`src/rtl/bin2bcd_seq.sv`:
```
// Sequential double-dabble binary to 4-digit BCD converter for a 7-seg display mux.
// Latency: BIN_W+1 rising edges from start acceptance to the done pulse.
// Backpressure: start is ignored while busy; no queueing. Macro BIN2BCD_SAT_EN saturates >9999 to 9999 with ovf.
module bin2bcd_seq #(
  parameter int BIN_W = 14
) (
  input  logic             clk,
  input  logic             rst_n,
  input  logic             start,
  input  logic [BIN_W-1:0] bin,
  output logic             busy,
  output logic             done,
  output logic [3:0]       bcd0,
  output logic [3:0]       bcd1,
  output logic [3:0]       bcd2,
  output logic [3:0]       bcd3,
  output logic             ovf
);

  localparam int CNT_W = $clog2(BIN_W + 1);

  typedef enum logic {
    IDLE  = 1'b0,
    SHIFT = 1'b1
  } state_t;

  state_t           state;
  state_t           state_nxt;
  logic [CNT_W-1:0] cnt;
  logic [BIN_W-1:0] bin_sh;
  logic [BIN_W-1:0] bin_nxt;
  logic [15:0]      scratch;
  logic [15:0]      scratch_add;
  logic [15:0]      scratch_nxt;
  logic [15:0]      result;
  logic             accept;
  logic             last;

  // State register
  always_ff @(posedge clk or negedge rst_n) begin
    if (!rst_n) state <= IDLE;
    else        state <= state_nxt;
  end

  // Next state: accept a request in IDLE, leave SHIFT on the final shift
  always_comb begin
    state_nxt = state;
    accept    = 1'b0;
    last      = 1'b0;
    case (state)
      IDLE: begin
        if (start) begin
          accept    = 1'b1;
          state_nxt = SHIFT;
        end
      end
      SHIFT: begin
        if (cnt == CNT_W'(1)) begin
          last      = 1'b1;
          state_nxt = IDLE;
        end
      end
      default: state_nxt = IDLE;
    endcase
  end

  assign busy = (state == SHIFT);

  // Dabble step: add 3 to every nibble of 5 or more before the shift
  always_comb begin
    scratch_add = scratch;
    for (int i = 0; i < 4; i++) begin
      if (scratch[4*i +: 4] >= 4'd5)
        scratch_add[4*i +: 4] = scratch[4*i +: 4] + 4'd3;
    end
  end

  // The carry out of the thousands nibble is dropped, giving the value mod 10000
  assign scratch_nxt = 16'({scratch_add, bin_sh[BIN_W-1]});
  assign bin_nxt     = bin_sh << 1;

`ifdef BIN2BCD_SAT_EN
  logic big;
  logic ovf_q;

  // Flag at capture whether the input needs more than four digits; publish it at done
  always_ff @(posedge clk or negedge rst_n) begin
    if (!rst_n) begin
      big   <= 1'b0;
      ovf_q <= 1'b0;
    end else begin
      if (accept) big   <= (14'(bin) > 14'd9999);
      if (last)   ovf_q <= big;
    end
  end

  assign result = big ? 16'h9999 : scratch_nxt;
  assign ovf    = ovf_q;
`else
  assign result = scratch_nxt;
  assign ovf    = 1'b0;
`endif

  // Datapath: capture, shift, and publish digits only when the conversion completes
  always_ff @(posedge clk or negedge rst_n) begin
    if (!rst_n) begin
      cnt     <= '0;
      bin_sh  <= '0;
      scratch <= '0;
      done    <= 1'b0;
      bcd0    <= 4'd0;
      bcd1    <= 4'd0;
      bcd2    <= 4'd0;
      bcd3    <= 4'd0;
    end else begin
      done <= 1'b0;
      if (accept) begin
        bin_sh  <= bin;
        scratch <= '0;
        cnt     <= CNT_W'(BIN_W);
      end else if (state == SHIFT) begin
        bin_sh  <= bin_nxt;
        scratch <= scratch_nxt;
        cnt     <= cnt - 1'b1;
      end
      if (last) begin
        done <= 1'b1;
        bcd0 <= result[3:0];
        bcd1 <= result[7:4];
        bcd2 <= result[11:8];
        bcd3 <= result[15:12];
      end
    end
  end

endmodule
```
`config.mk`:
```
export PLATFORM = sky130hd
export DESIGN_NAME = bin2bcd_seq
export DESIGN_NICKNAME = d
export VERILOG_FILES = /design/src/rtl/bin2bcd_seq.sv
export SDC_FILE = /design/constraint.sdc
export NUM_CORES = 1
export LEC_CHECK = 0
export ABC_AREA = 1
export BUFFER_PORTS_ARGS = -buffer_cell sky130_fd_sc_hd__buf_4
export CAP_MARGIN = 20
export CORE_MARGIN = 4
export CORE_UTILIZATION = 44
export DETAILED_ROUTE_END_ITERATION = 8
export HOLD_SLACK_MARGIN = 0.06
export RECOVER_POWER = 50
export SLEW_MARGIN = 20
export SYNTH_ARGS = -nofsm -noshare
export SYNTH_HDL_FRONTEND = slang
export SYNTH_SLANG_ARGS = --single-unit
```
`constraint.sdc`:
```
create_clock -name clk -period 1.8 [get_ports clk]
set_clock_uncertainty 0.2 [all_clocks]
set_input_delay 0.09 -clock clk [delete_from_list [all_inputs] [get_ports clk]]
set_output_delay 0.09 -clock clk [all_outputs]
set_load 0.005 [all_outputs]
```
== Word-level counts from Yosys, hierarchy flattened ==
Cells that the tools add are included.

* Bits of input ports: 17
* Output and inout bits: 19
* Word-level logic and storage cells: 38
* Bits in registers: 52

* Muxes and demuxes: 17
* Reduce and logical (&&, ||, !) cells: 1
* $add $sub $neg: 5
* Bitwise gates (word level): 1
* Order comparisons: 4
* Equal/unequal tests: 1

{| class="wikitable"
|+ Operator list
! operator !! count
|-
| 16-bit 2-to-1 mux || 2
|-
| 14-bit 2-to-1 mux || 2
|-
| 4-bit 2-to-1 mux || 5
|-
| 4-bit by 3-bit >= comparator with 1-bit output (second input constant) || 4
|-
| 4-bit by 2-bit adder with 4-bit output (second input constant) || 3
|-
| 1-bit 2-to-1 mux || 6
|-
| 4-bit by 1-bit equality test with 1-bit output (second input constant) || 1
|-
| 4-bit by 1-bit subtractor with 4-bit output (second input constant) || 1
|-
| 3-bit by 2-bit adder with 3-bit output (second input constant) || 1
|-
| 3-bit 2-to-1 mux || 1
|-
| 1-bit one-hot mux with 2 select lines || 1
|-
| 2-bit nonzero test || 1
|-
| 1-bit NOT || 1
|}

== Longest topological paths before layout ==
* Depth after elaboration: 4
* Gate-level depth with buffers: 9
* Mapped depth without buffers: 9

== Worst setup path before layout ==
No wires, ideal clock.

* Kind: reg2reg
* From: reg scratch[8]
* To: reg bcd2[2]
* Clock period less this slack: 1.380 ns
* Data required time: 1.482 ns
* Slack: 0.420 ns
* Stages on the path, launching flop included: 9
* Arrival time: 1.062 ns
* Cells stage by stage: dfrtp_1 inv_1 ha_1 inv_1 nand2_1 nand3_1 nand2_1 nand3_1 nand2_1

* Cells in the longest elaborated chain, start to end: 2
* Elaborated cells between the ends (all ways): 3
* Those cells by class: add/sub (1); order compare (1); mux (1)

{| class="wikitable"
|+ RTL lines
! item !! RTL line !! source
|-
| start, declared || 32 || <nowiki>logic [15:0] scratch;</nowiki>
|-
| start signal, assigned || 123 || <nowiki>scratch <= scratch_nxt;</nowiki>
|-
| 4-bit by 2-bit adder with 4-bit output or 4-bit by 3-bit >= comparator with 1-bit output (tied branches) || 74, 73 ||
|-
| 4-bit 2-to-1 mux (*) || 73 || <nowiki>if (scratch[4*i +: 4] >= 4'd5)</nowiki>
|-
| end signal, assigned || 130 || <nowiki>bcd2 <= result[11:8];</nowiki>
|-
| end, declared || 15 || <nowiki>output logic [3:0] bcd2,</nowiki>
|}

Mark *: on every way between the ends. The rest lies on a longest branch, timed or not.
A chain may end at the register's enable or synchronous reset.

== Final worst setup path ==
* From: reg state, in the netlist busy
* To: reg bin_sh[13]

* Cells in the longest elaborated chain, start to end: 2
* Elaborated cells between the ends (all ways): 3
* Those cells by class: mux (2); reduce/logical (1)

{| class="wikitable"
|+ RTL lines
! item !! RTL line !! source
|-
| start, declared || 27 || <nowiki>state_t state;</nowiki>
|-
| start signal, assigned || 42 || <nowiki>else state <= state_nxt;</nowiki>
|-
| 1-bit 2-to-1 mux || 50 || <nowiki>case (state)</nowiki>
|-
| 14-bit 2-to-1 mux or 2-bit nonzero test (tied branches) || n/a ||
|-
| end signal, assigned || 118 || <nowiki>bin_sh <= bin;</nowiki>
|-
| end signal, assigned || 122 || <nowiki>bin_sh <= bin_nxt;</nowiki>
|-
| end, declared || 30 || <nowiki>logic [BIN_W-1:0] bin_sh;</nowiki>
|}

Several ways; a longest one is shown, not always the timed one.

==> metrics.md <==
| Metric | Value |
|---|---|
| Die width | between 80 and 90 um |
| Layout cell share with drive strength beyond 1 | between 10% and 20% |
| Largest net degree at the start of global routing | 53 |
| Syn Nets | ~320 |
| P_int | roughly 2900 uW |
| Vias in the first global route | just over 2000 |
| Die ar. | 6860 um2 |
| Setup bufs post-CTS | 0 |
| Root buffer cell | clkbuf_8 |
| Starting density of the core | between 40 and 50% |
| Sequential element share of the synthesized area | 52.8% |
| Most numerous cell in the Yosys netlist | nand2_1 |
| Fmax | 0.645 GHz |
| Peak VDD IR | 0.719 mV |
| Clock Sink Count | 52 |
| Mapped Area | between 2000 and 2500 um2 |
| Crit path kind | reg -> reg |
| Hold Crit Class | reg -> reg |
| Setup crit end | bin_sh[13] |
| CTS tree | done |
| Antenna viol nets, final | 0 |
| Simple-gate portion of the synthesized area | between 20% and 30% |
| Top cells by area, synth | dfrtp_1 53%, nand2_1 16%, nand3_1 6.1% |
| H-tree depth | 2 |
| Setup tns final | 0 ns |
| Post-synthesis xor/xnor area fraction | 0% |
| Clock power share | 13.9% |
| Final min period | between 1.5 and 2 ns |
| Gate Count Post-Synth | slightly below 300 |
| Leak | about 0.0015 uW |
| Port buffer count | 34 |
| Least-Margin Pin Slew | approximately 1.1 ns |
| Gate power share | between 40% and 50% |
| Max-cap violations | 0 |
| Final net count | 370 |
| Final period util | 86.2% |
| Final slew viol count | 0 |
| Status | finished clean |
| Largest family of logic cells by synthesized area | simple AND/OR/NAND/NOR gates |
| WL final | roughly 5300 um |
| TritonRoute pass-1 iters | 4 |
| Core area | about 5300 um2 |
| Kind of start point of the critical path | register |
| Num CTS Buffers | 5 |
| GR Util All Layers | between 10% and 20% |
| Drt wl/cell | around 13 um |
| Post-synthesis mux area share | 0% |
| Compound-cell area share of the yosys netlist | under 10% |
| Initial antenna violation count | 0 |
| Asr flop ratio synth | between 90% and 100% |
| Synth top area share | a little over half |
| Setup violators final | 0 |
| Psw | slightly above 2000 uW |
| Via/cell ratio | a little under 5 |
| RSZ-0062 raised after global routing | false |
| Iteration-0 DRC Markers | between 100 and 150 |
| Global-route wire length before repair | 9720 um |
| Area grow syn2layout | 23.1% |
| Total power per unit cell area | 1640 nW/um2 |
| Clk slew on worst S/H paths | 0.09 ns |
| DIE HEIGHT | 82.8 um |
| DP HPWL | roughly 3500 um |
| Worst Reg-to-Reg Cells | 3 |
| Switching Share | approximately two fifths |
| Adder-cell share of the synthesized area | between 5 and 6% |
| Top-Level Pins | 36 |
| Core Rows | 26 |
| Gp weighted congestion | 0.802 |
| Post-synth EDFFs | 0 |
| Yosys top cell by area | dfrtp_1 |
| Total of warnings raised by yosys | 0 |
| Worst-skew pair later-pin latency | a little over 0.3 ns |
| Worst R2R End | bin_sh[13] |
| Critical path peak fanout | 14 |
| CP Launch Point | busy |
| GRT overflow | 0 |
| Max clock buf depth | 2 |
| Vias | between 2000 and 2500 |
| Post-synth top cells | 104 x nand2_1, 52 x dfrtp_1, 33 x inv_1 |
| Distinct cells, synth | 18 |
| Worst path required time | approximately 1.8 ns |
| Reg2reg setup slack | ~0.25 ns |
| RR Startpoint | busy |
| Final Hold Vio Count | 0 |
| Avg Cell Area, Syn | about 8.4 um2 |
| Final Core Density | 57.6% |
| DR DRC count | 0 |
| Post-synth top flop | dfrtp_1 |
| Arr. time, crit path | approximately 1.5 ns |
| Synth Register Bits | 52 |
| Worst slew margin | between 20% and 30% |
| Crit path capture type | register |
| Ant diodes | 0 |
| # fillers | around 470 |
| Sequential Power Share | about two fifths |
## timing repair
item                                    CTS  global route
hold buffers                             16             0
endpoints found under the setup margin    0            16
resized for setup                         0             1
endpoints found under the hold margin    67             0
## power by group through the flow
| stage | registers, uW | logic [uW] | clock network (uW) |
|---|---|---|---|
| after floorplan | 1980 | 1580 | 0 |
| after global placement | 2000 | 2280 | 0 |
| after detailed placement | 2010 | 2300 | 0 |
| after CTS | 1980 | 2330 | 714 |
| after global routing | 2070 | 2730 | 767 |
| final | 1980 | 2300 | 691 |
## sequential cells by signal, summed over array words and instances (netlist names)
signal   count
busy         1
bcd3         4
done         1
bcd2         4
cnt          4
bcd0         4
scratch     16
bin_sh      14
bcd1         4
## per-stage QoR
stage	instances	power, uW	setup WS [ns]	hold slack (ns)	area (um2)
after floorplan	292	3560	0.420	-0.406	2460
after global placement	390	4280	0.0963	-0.0331	2780
after detailed placement	390	4310	0.0941	-0.0318	2780
after CTS	414	5030	0.0267	0.178	3030
after global routing	414	5570	0.0602	0.315	3030
final	414	4980	0.249	0.281	3030
## cell families after synthesis
kind of cell	Yosys count
adder cells (fa/ha/maj)	10
AO/OA/AOI/OAI	36
AND/OR/NAND/NOR	148
buffers and inverters	45
other	1
flip-flops	52
## worst min-delay path by stage
stage | start | end | depth (start not counted)
after detailed placement | rst_n | bcd3[3] | 1
after floorplan | rst_n | bcd0[0] | 0
after CTS | rst_n | bin_sh[6] | 2
final | bcd0[2] | bcd0[2] | 2
after global routing | bcd2[2] | bcd2[2] | 2
after global placement | rst_n | bcd3[3] | 1
## routing by layer
layer	vias to the layer above	global-route usage, %	part of all wire, %
li1	1049	-	-
met2	40	27.2	47
met5	-	0	0
met4	0	5.79	2.0
met1	939	23.1	47
met3	11	3.96	4.1
## area by class of cell
class | count | area, um2 | area share [%]
Clock buffer | 6 | 82.6 | 2.72
Clock inverter | 2 | 10.0 | 0.330
Inverter | 35 | 131 | 4.33
Multi-Input combinational cell | 195 | 978 | 32.2
Sequential cell | 52 | 1300 | 42.9
Tap cell | 70 | 87.6 | 2.89
Timing Repair Buffer | 54 | 443 | 14.6
## worst max-delay path: stages, from the launching register on
cell,delay [ns]
dfrtp_1,0.41
buf_4,0.20
inv_1,0.38
o221ai_1,0.21
## placed cells by master (no fill, tap or decap)
cell type      count
buf_2              1
a22oi_1            1
o22ai_1            4
nor2_4             1
o21ai_0           18
buf_4             28
inv_2              2
nand2_1          104
dlygate4sd3_1     16
nand4_1            8
conb_1             1
inv_1             33
ha_1              10
clkbuf_4           9
dfrtp_1           52
nor2_1             4
o221ai_1           5
o211ai_1           8
nor2_2             1
clkbuf_8           6
clkinv_2           2
nand3_1           30
Note: power is estimated with default switching activity, not from simulation.
